$ cat src/rtl/cache_refill_ctrl.sv
// Miss/refill controller: one outstanding req/ack transaction to the backing memory.
// Optional watchdog abort is built when REFILL_TIMEOUT_EN is defined.
module cache_refill_ctrl #(
  parameter int TIMEOUT = 15
) (
  input  logic       clk,
  input  logic       rst,
  input  logic       ena,
  input  logic       miss_valid,
  input  logic       miss_rw,
  input  logic [1:0] miss_addr,
  input  logic [1:0] miss_wdata,
  output logic       miss_ready,
  output logic       mem_req,
  output logic       mem_we,
  output logic [1:0] mem_addr,
  output logic [1:0] mem_wdata,
  input  logic       mem_ack,
  input  logic [1:0] mem_rdata,
  output logic       resp_valid,
  output logic       resp_rw,
  output logic [1:0] resp_addr,
  output logic [1:0] resp_data,
  output logic       resp_err,
  output logic [7:0] miss_cnt
);

  typedef enum logic [1:0] {S_IDLE, S_MEM, S_RESP} state_t;

  state_t     r_state;
  state_t     w_state_next;
  logic       r_rw;
  logic [1:0] r_addr;
  logic [1:0] r_wdata;
  logic       r_resp_rw;
  logic [1:0] r_resp_addr;
  logic [1:0] r_resp_data;
  logic       r_resp_err;
  logic [7:0] r_cnt;
  logic       w_accept;
  logic       w_done_ok;
  logic       w_timeout;

  assign miss_ready = (r_state == S_IDLE) & ena & ~rst;
  assign w_accept   = miss_valid & miss_ready;
  assign w_done_ok  = (r_state == S_MEM) & mem_ack;

`ifdef REFILL_TIMEOUT_EN
  localparam logic [7:0] TMO_LAST = 8'(TIMEOUT - 1);
  logic [7:0] r_tmo;

  // Abort on the cycle the counter would reach TIMEOUT; a same-cycle ack wins.
  assign w_timeout = (r_state == S_MEM) & ~mem_ack & (r_tmo == TMO_LAST);

  always_ff @(posedge clk) begin
    if (rst) begin
      r_tmo <= 8'd0;
    end else if (w_accept) begin
      r_tmo <= 8'd0;
    end else if ((r_state == S_MEM) && !mem_ack) begin
      r_tmo <= r_tmo + 8'd1;
    end
  end
`else
  logic w_unused_timeout;
  assign w_unused_timeout = (TIMEOUT != 0);
  assign w_timeout        = 1'b0;
`endif

  always_comb begin
    w_state_next = r_state;
    case (r_state)
      S_IDLE:  if (w_accept) w_state_next = S_MEM;
      S_MEM:   if (w_done_ok || w_timeout) w_state_next = S_RESP;
      S_RESP:  w_state_next = S_IDLE;
      default: w_state_next = S_IDLE;
    endcase
  end

  always_ff @(posedge clk) begin
    if (rst) begin
      r_state     <= S_IDLE;
      r_rw        <= 1'b0;
      r_addr      <= 2'd0;
      r_wdata     <= 2'd0;
      r_resp_rw   <= 1'b0;
      r_resp_addr <= 2'd0;
      r_resp_data <= 2'd0;
      r_resp_err  <= 1'b0;
      r_cnt       <= 8'd0;
    end else begin
      r_state <= w_state_next;
      if (w_accept) begin
        r_rw    <= miss_rw;
        r_addr  <= miss_addr;
        r_wdata <= miss_wdata;
        if (r_cnt != 8'hFF) r_cnt <= r_cnt + 8'd1;
      end
      if (w_done_ok) begin
        r_resp_rw   <= r_rw;
        r_resp_addr <= r_addr;
        r_resp_data <= r_rw ? r_wdata : mem_rdata;
        r_resp_err  <= 1'b0;
      end else if (w_timeout) begin
        r_resp_rw   <= r_rw;
        r_resp_addr <= r_addr;
        r_resp_data <= 2'd0;
        r_resp_err  <= 1'b1;
      end
    end
  end

  // Memory-side fields come straight from the latch, so they stay stable throughout MEM.
  assign mem_req    = (r_state == S_MEM);
  assign mem_we     = (r_state == S_MEM) & r_rw;
  assign mem_addr   = r_addr;
  assign mem_wdata  = r_wdata;
  assign resp_valid = (r_state == S_RESP);
  assign resp_rw    = r_resp_rw;
  assign resp_addr  = r_resp_addr;
  assign resp_data  = r_resp_data;
  assign resp_err   = r_resp_err;
  assign miss_cnt   = r_cnt;

endmodule

$ cat config.mk
export PLATFORM = sky130hd
export DESIGN_NAME = cache_refill_ctrl
export DESIGN_NICKNAME = d
export VERILOG_FILES = /design/src/rtl/cache_refill_ctrl.sv
export SDC_FILE = /design/constraint.sdc
export NUM_CORES = 1
export LEC_CHECK = 0
export BUFFER_PORTS_ARGS = -buffer_cell sky130_fd_sc_hd__buf_2
export CAP_MARGIN = 0
export CELL_PAD_IN_SITES_DETAIL_PLACEMENT = 1
export CELL_PAD_IN_SITES_GLOBAL_PLACEMENT = 2
export CORE_MARGIN = 2
export CORE_UTILIZATION = 23
export CTS_CLUSTER_DIAMETER = 200
export DETAILED_ROUTE_END_ITERATION = 8
export PLACE_DENSITY = 0.77
export SLEW_MARGIN = 20
export SYNTH_ARGS = -nofsm -noshare
export SYNTH_HDL_FRONTEND = slang
export SYNTH_SLANG_ARGS = --single-unit
$ cat constraint.sdc
create_clock -name clk -period 1.5 [get_ports clk]
set_input_delay 0.075 -clock clk [delete_from_list [all_inputs] [get_ports clk]]
set_output_delay 0.075 -clock clk [all_outputs]
set_load 0.05 [all_outputs]
# Yosys cells after proc, flatten, opt, wreduce, memory -nomap -nowiden
# Index checks and enable logic that the tools add are counted.
word_totals:
  regBits: 20
  latch_bits: 0
  ram_bits: 0
  mem_bits_ro: 0
  input_bits: 12
  out_inout_bits: 22
  elab_cells: 27
  mem_count: 0
classes:
  addsub: 1
  mul: 0
  n_div: 0
  magnitude_cmp: 0
  eq_ne: 5
  shifts: 0
  muxes: 4
  n_bitwise: 6
  n_reduce_logical: 3
ops:
  columns: ["op", "n"]
  rows:
  - ["adder 8 x 1 -> 8 bit, second input constant", 1]
  - ["!= test 8 bit, second input constant", 1]
  - ["2-to-1 mux 2 bit", 3]
  - ["bitwise AND 1 bit", 5]
  - ["one-hot mux 2 bit (2 select lines)", 1]
  - ["AND reduction 2 bit", 2]
  - ["equality test 2 x 1 -> 1 bit, second input constant", 1]
  - ["equality test 2 bit, second input constant", 1]
  - ["zero test 2 bit", 1]
  - ["!= test 2 x 1 -> 1 bit, second input constant", 1]
  - ["!= test 2 bit, second input constant", 1]
  - ["NOT 1 bit", 1]

# Depth between registers and ports, before layout
depth:
  word_depth: 6
  depth_mapped: 6
  depth_no_buf: 5

# Least setup slack after synthesis
# OpenSTA, ideal clock, no wires.
synth_timing:
  kind: "register to register"
  from: "register r_state[1]"
  to: "register r_cnt[5], in the netlist miss_cnt[5]"
  setup_time_ps: 144
  arrival_time_ps: 1983
  t_required_ps: 1356
  path_slack_ps: -627
  path_stages_with_launch: 6
  path_buffers: 1
  period_less_slack_ps: 2127
  path_cell_list: "dfxtp_1 -> nor4b_4 -> o211ai_1 -> buf_2 -> o311ai_0 -> o41ai_1"
synth_between:
  elab_chain_len: 5
synth_lines:
  columns: ["element", "line", "source"]
  rows:
  - ["start, declared", "30", "state_t r_state;"]
  - ["start signal, assigned", "92", "r_state <= w_state_next;"]
  - ["zero test 2 bit", "44", "assign miss_ready = (r_state == S_IDLE) & ena & ~rst;"]
  - ["bitwise AND 1 bit (2 in a row)", "44", null]
  - ["named net miss_ready", "13", "output logic miss_ready,"]
  - ["bitwise AND 1 bit", "45", "assign w_accept = miss_valid & miss_ready;"]
  - ["AND reduction 2 bit (no line)", null, null]
  - ["end signal, assigned", "97", "if (r_cnt != 8'hFF) r_cnt <= r_cnt + 8'd1;"]
  - ["end, declared", "39", "logic [7:0] r_cnt;"]
# The timed path passes the listed nets, and every way through them passes these cells.
# A chain may end at the register's enable or synchronous reset.

# Worst setup path after layout
layout_timing:
  from: "register r_state[0]"
  to: "register r_cnt[6], in the netlist miss_cnt[6]"
layout_between:
  elab_chain_len: 5
layout_lines:
  columns: ["element", "line"]
  rows:
  - ["zero test 2 bit", "44"]
  - ["bitwise AND 1 bit (2 in a row)", "44"]
  - ["bitwise AND 1 bit", "45"]
  - ["AND reduction 2 bit (no line)", null]
# Every way passes these cells.

==> results.sh <==
export IMPL_drc=0
export IMPL_netlist_area_sq_um=855.8
export IMPL_synth_area_leader_cell="dfxtp_1"
export IMPL_worstSkewPairLatency_ns=0.26
export IMPL_synth_edf_count=0
export IMPL_status="finished clean"
export IMPL_cts_sinks=20
export IMPL_drv_cap=0
export IMPL_endpoint_kind="flip-flop"
export IMPL_n_antenna_cell=0
export IMPL_avgSynthCellArea_sq_um=9.009
export IMPL_async_flop_share_pct=0
export IMPL_cts_buffers=3
export IMPL_gr_total_overflow=0
export IMPL_p_leak_nw=0.5151
export IMPL_synthCells=95
export IMPL_holdWs_ns=0.07746
export IMPL_slew_violations=0
export IMPL_wl_per_cell_microns=13.62
export IMPL_clkSlewWorstSetupHoldPaths_ns=0.08
export IMPL_power_mw=1.240
export IMPL_io_pins=34
export IMPL_cts_buffer_depth=2
export IMPL_grt_pass1_wl_mm=4.133
export IMPL_antenna_left=0
export IMPL_min_period_ns=1.460
export IMPL_dpl_hpwl_mm=1.849
export IMPL_hold_path_startpoint="miss_wdata[0]"
export IMPL_r2r_start="r_state[0]"
export IMPL_die_h_microns=65
export IMPL_ys_top_cells_by_area="dfxtp_1, mux2i_1, a21oi_1, nand3_1, nand2_1"
export IMPL_critical_path_startpoint="r_state[0]"
export IMPL_nets=147
export IMPL_die_w_microns=65
export IMPL_skew_ns=0.0009162
export IMPL_grt_max_degree=19
export IMPL_syn_nets=108
export IMPL_final_util_pct=33.41
export IMPL_rows=22
export IMPL_routabilityCongestion=0.8161
export IMPL_rsz0062_at_grt="yes"
export IMPL_crit_required_ns=1.70
export IMPL_htree_levels=1
export IMPL_setup_viol=0
export IMPL_ir_drop_mv=0.3502
export IMPL_crit_type="reg2reg"
export IMPL_drt_iter0_drc=16
export IMPL_die_area_sq_um=4225
export IMPL_period_share_pct=97.31
export IMPL_yosys_area_top_type_share_pct=46.78
export IMPL_fmax_ghz=0.6851
export IMPL_wl_mm=2.466
export IMPL_drive_gt1_share_pct=40.60
export IMPL_grt_use_total_pct=12.99
export IMPL_drtPass1Iterations=4
export IMPL_grt_pass1_vias=864
export IMPL_core_sq_um=3606
export IMPL_synthToLayoutAreaGrowth_pct=40.79
export IMPL_synth_main_ff_cell="dfxtp_1"
export IMPL_synth_cell_types=29
export IMPL_hold_path_class="in2reg"
export IMPL_finalHoldViolations=0
export IMPL_arrival_ns=1.66
export IMPL_worst_setup_path_start_kind="flip-flop"
export IMPL_cts_tree="done"
export IMPL_io_buffers=32
export IMPL_powerDensity_nw_per_um2=1029
export IMPL_yosysSeqAreaShare_pct=46.78
export IMPL_viasPerCell=4.724
export IMPL_start_util_pct=23.73
export IMPL_yosysWarnings=0
export IMPL_clock_tree_root_cell="clkbuf_8"
export IMPL_antenna_found_initial=0
export IMPL_vias=855
export IMPL_ys_seq_elements=20
export IMPL_crit_fanout=4
## area by class of cell
type,count,area [sq um]
clock inverter,1,30.03
inverter,2,7.507
fill,427,2401
multi-input combinational,67,440.4
timing repair buffer,40,220.2
tap,48,60.06
clock buffer,3,41.29
sequential,20,405.4
## per-layer routing
metal	share of wire, %	GRT usage [%]	vias up
met4	2.5	7.181	0
li1	-	-	414
met2	50	22.04	28
met1	43	15.62	408
met5	0	0	-
met3	3.9	1.910	5
## critical path, stage by stage (launching register included)
cell and delay, ns:
dfxtp_2 0.34, nor4b_4 0.27, buf_4 0.17, nand2_2 0.07, or4_4 0.43, a21oi_2 0.12
## stage by stage
step / area [sq um] / cells / setup WS, ns / setup TNS (ns)
after floorplan: 862.1 / 95 / -0.5456 / -5.189
after global placement: 1097 / 176 / 0.08157 / 0
after detailed placement: 1097 / 176 / 0.02892 / 0
after CTS: 1180 / 181 / 0.002135 / 0
after global routing: 1205 / 181 / -0.08342 / -0.3235
final: 1205 / 181 / 0.04042 / 0
## worst paths after layout
check	cells past startpoint	slack, ns	end
worst max-delay path	5	0.04	miss_cnt[6]
worst min-delay path	3	0.08	mem_wdata[0]
worst max register to register	5	0.04	miss_cnt[6]
worst min register to register	2	0.49	mem_addr[1]
## placed cells by master, fill, tap and decap left out
| master | n |
|---|---|
| nand2_1 | 9 |
| nand3_1 | 9 |
| dfxtp_4 | 1 |
| nor2b_1 | 1 |
| o31ai_1 | 1 |
| and2_1 | 2 |
| nor2b_2 | 1 |
| dfxtp_1 | 18 |
| a21oi_2 | 1 |
| conb_1 | 1 |
| mux2i_1 | 6 |
| buf_2 | 32 |
| or3_1 | 3 |
| o21ai_0 | 3 |
| a21oi_1 | 8 |
| o41ai_1 | 2 |
| xor2_1 | 1 |
| o311ai_2 | 2 |
| inv_1 | 2 |
| and3_1 | 1 |
| nand4_1 | 1 |
| a211oi_1 | 2 |
| or4_4 | 1 |
| o211ai_1 | 1 |
| clkbuf_8 | 3 |
| nand2_2 | 1 |
| nor4b_4 | 1 |
| nor2_1 | 8 |
| ha_2 | 1 |
| dfxtp_2 | 1 |
| bufinv_16 | 1 |
| buf_4 | 8 |
## where the power goes
| group | internal (mW) | leakage [nW] | switching [mW] | total (mW) |
|---|---|---|---|---|
| combinational | 0.0483 | 0.316 | 0.0997 | 0.148 |
| clock | 0.356 | 0.0357 | 0.185 | 0.541 |
| sequential | 0.541 | 0.163 | 0.00983 | 0.551 |
| total | 0.945 | 0.515 | 0.295 | 1.24 |
## repair_timing
action                                  CTS  global route
gates cloned                              0             0
hold buffers                              0             0
gates resized for setup                   2             5
endpoints found under the setup margin    1             6
buffers inserted                          1             0
## state kept, by name, summed over array words and instances (netlist names)
signal / flops
resp_addr: 2
resp_rw: 1
r_state: 2
mem_wdata: 2
resp_data: 2
r_rw: 1
mem_addr: 2
miss_cnt: 8
## synthesized netlist by cell type (all sizes together) (3+ instances only)
master	n
a21oi	9
mux2i	6
or3	3
o21ai	3
nand2	10
dfxtp	20
nor2	8
buf	4
nand3	9
## cell families after synthesis
logic type	count (synthesis)	synth area share (%)
compound gates	20	14.62
fa+ha+maj	1	1.462
simple gates	38	23.68
xor+xnor	1	1.024
buf+inv	8	4.971
flops	20	46.78
mux	6	7.018
other cells	1	0.4382
Note: power is estimated with default switching activity, not from simulation.
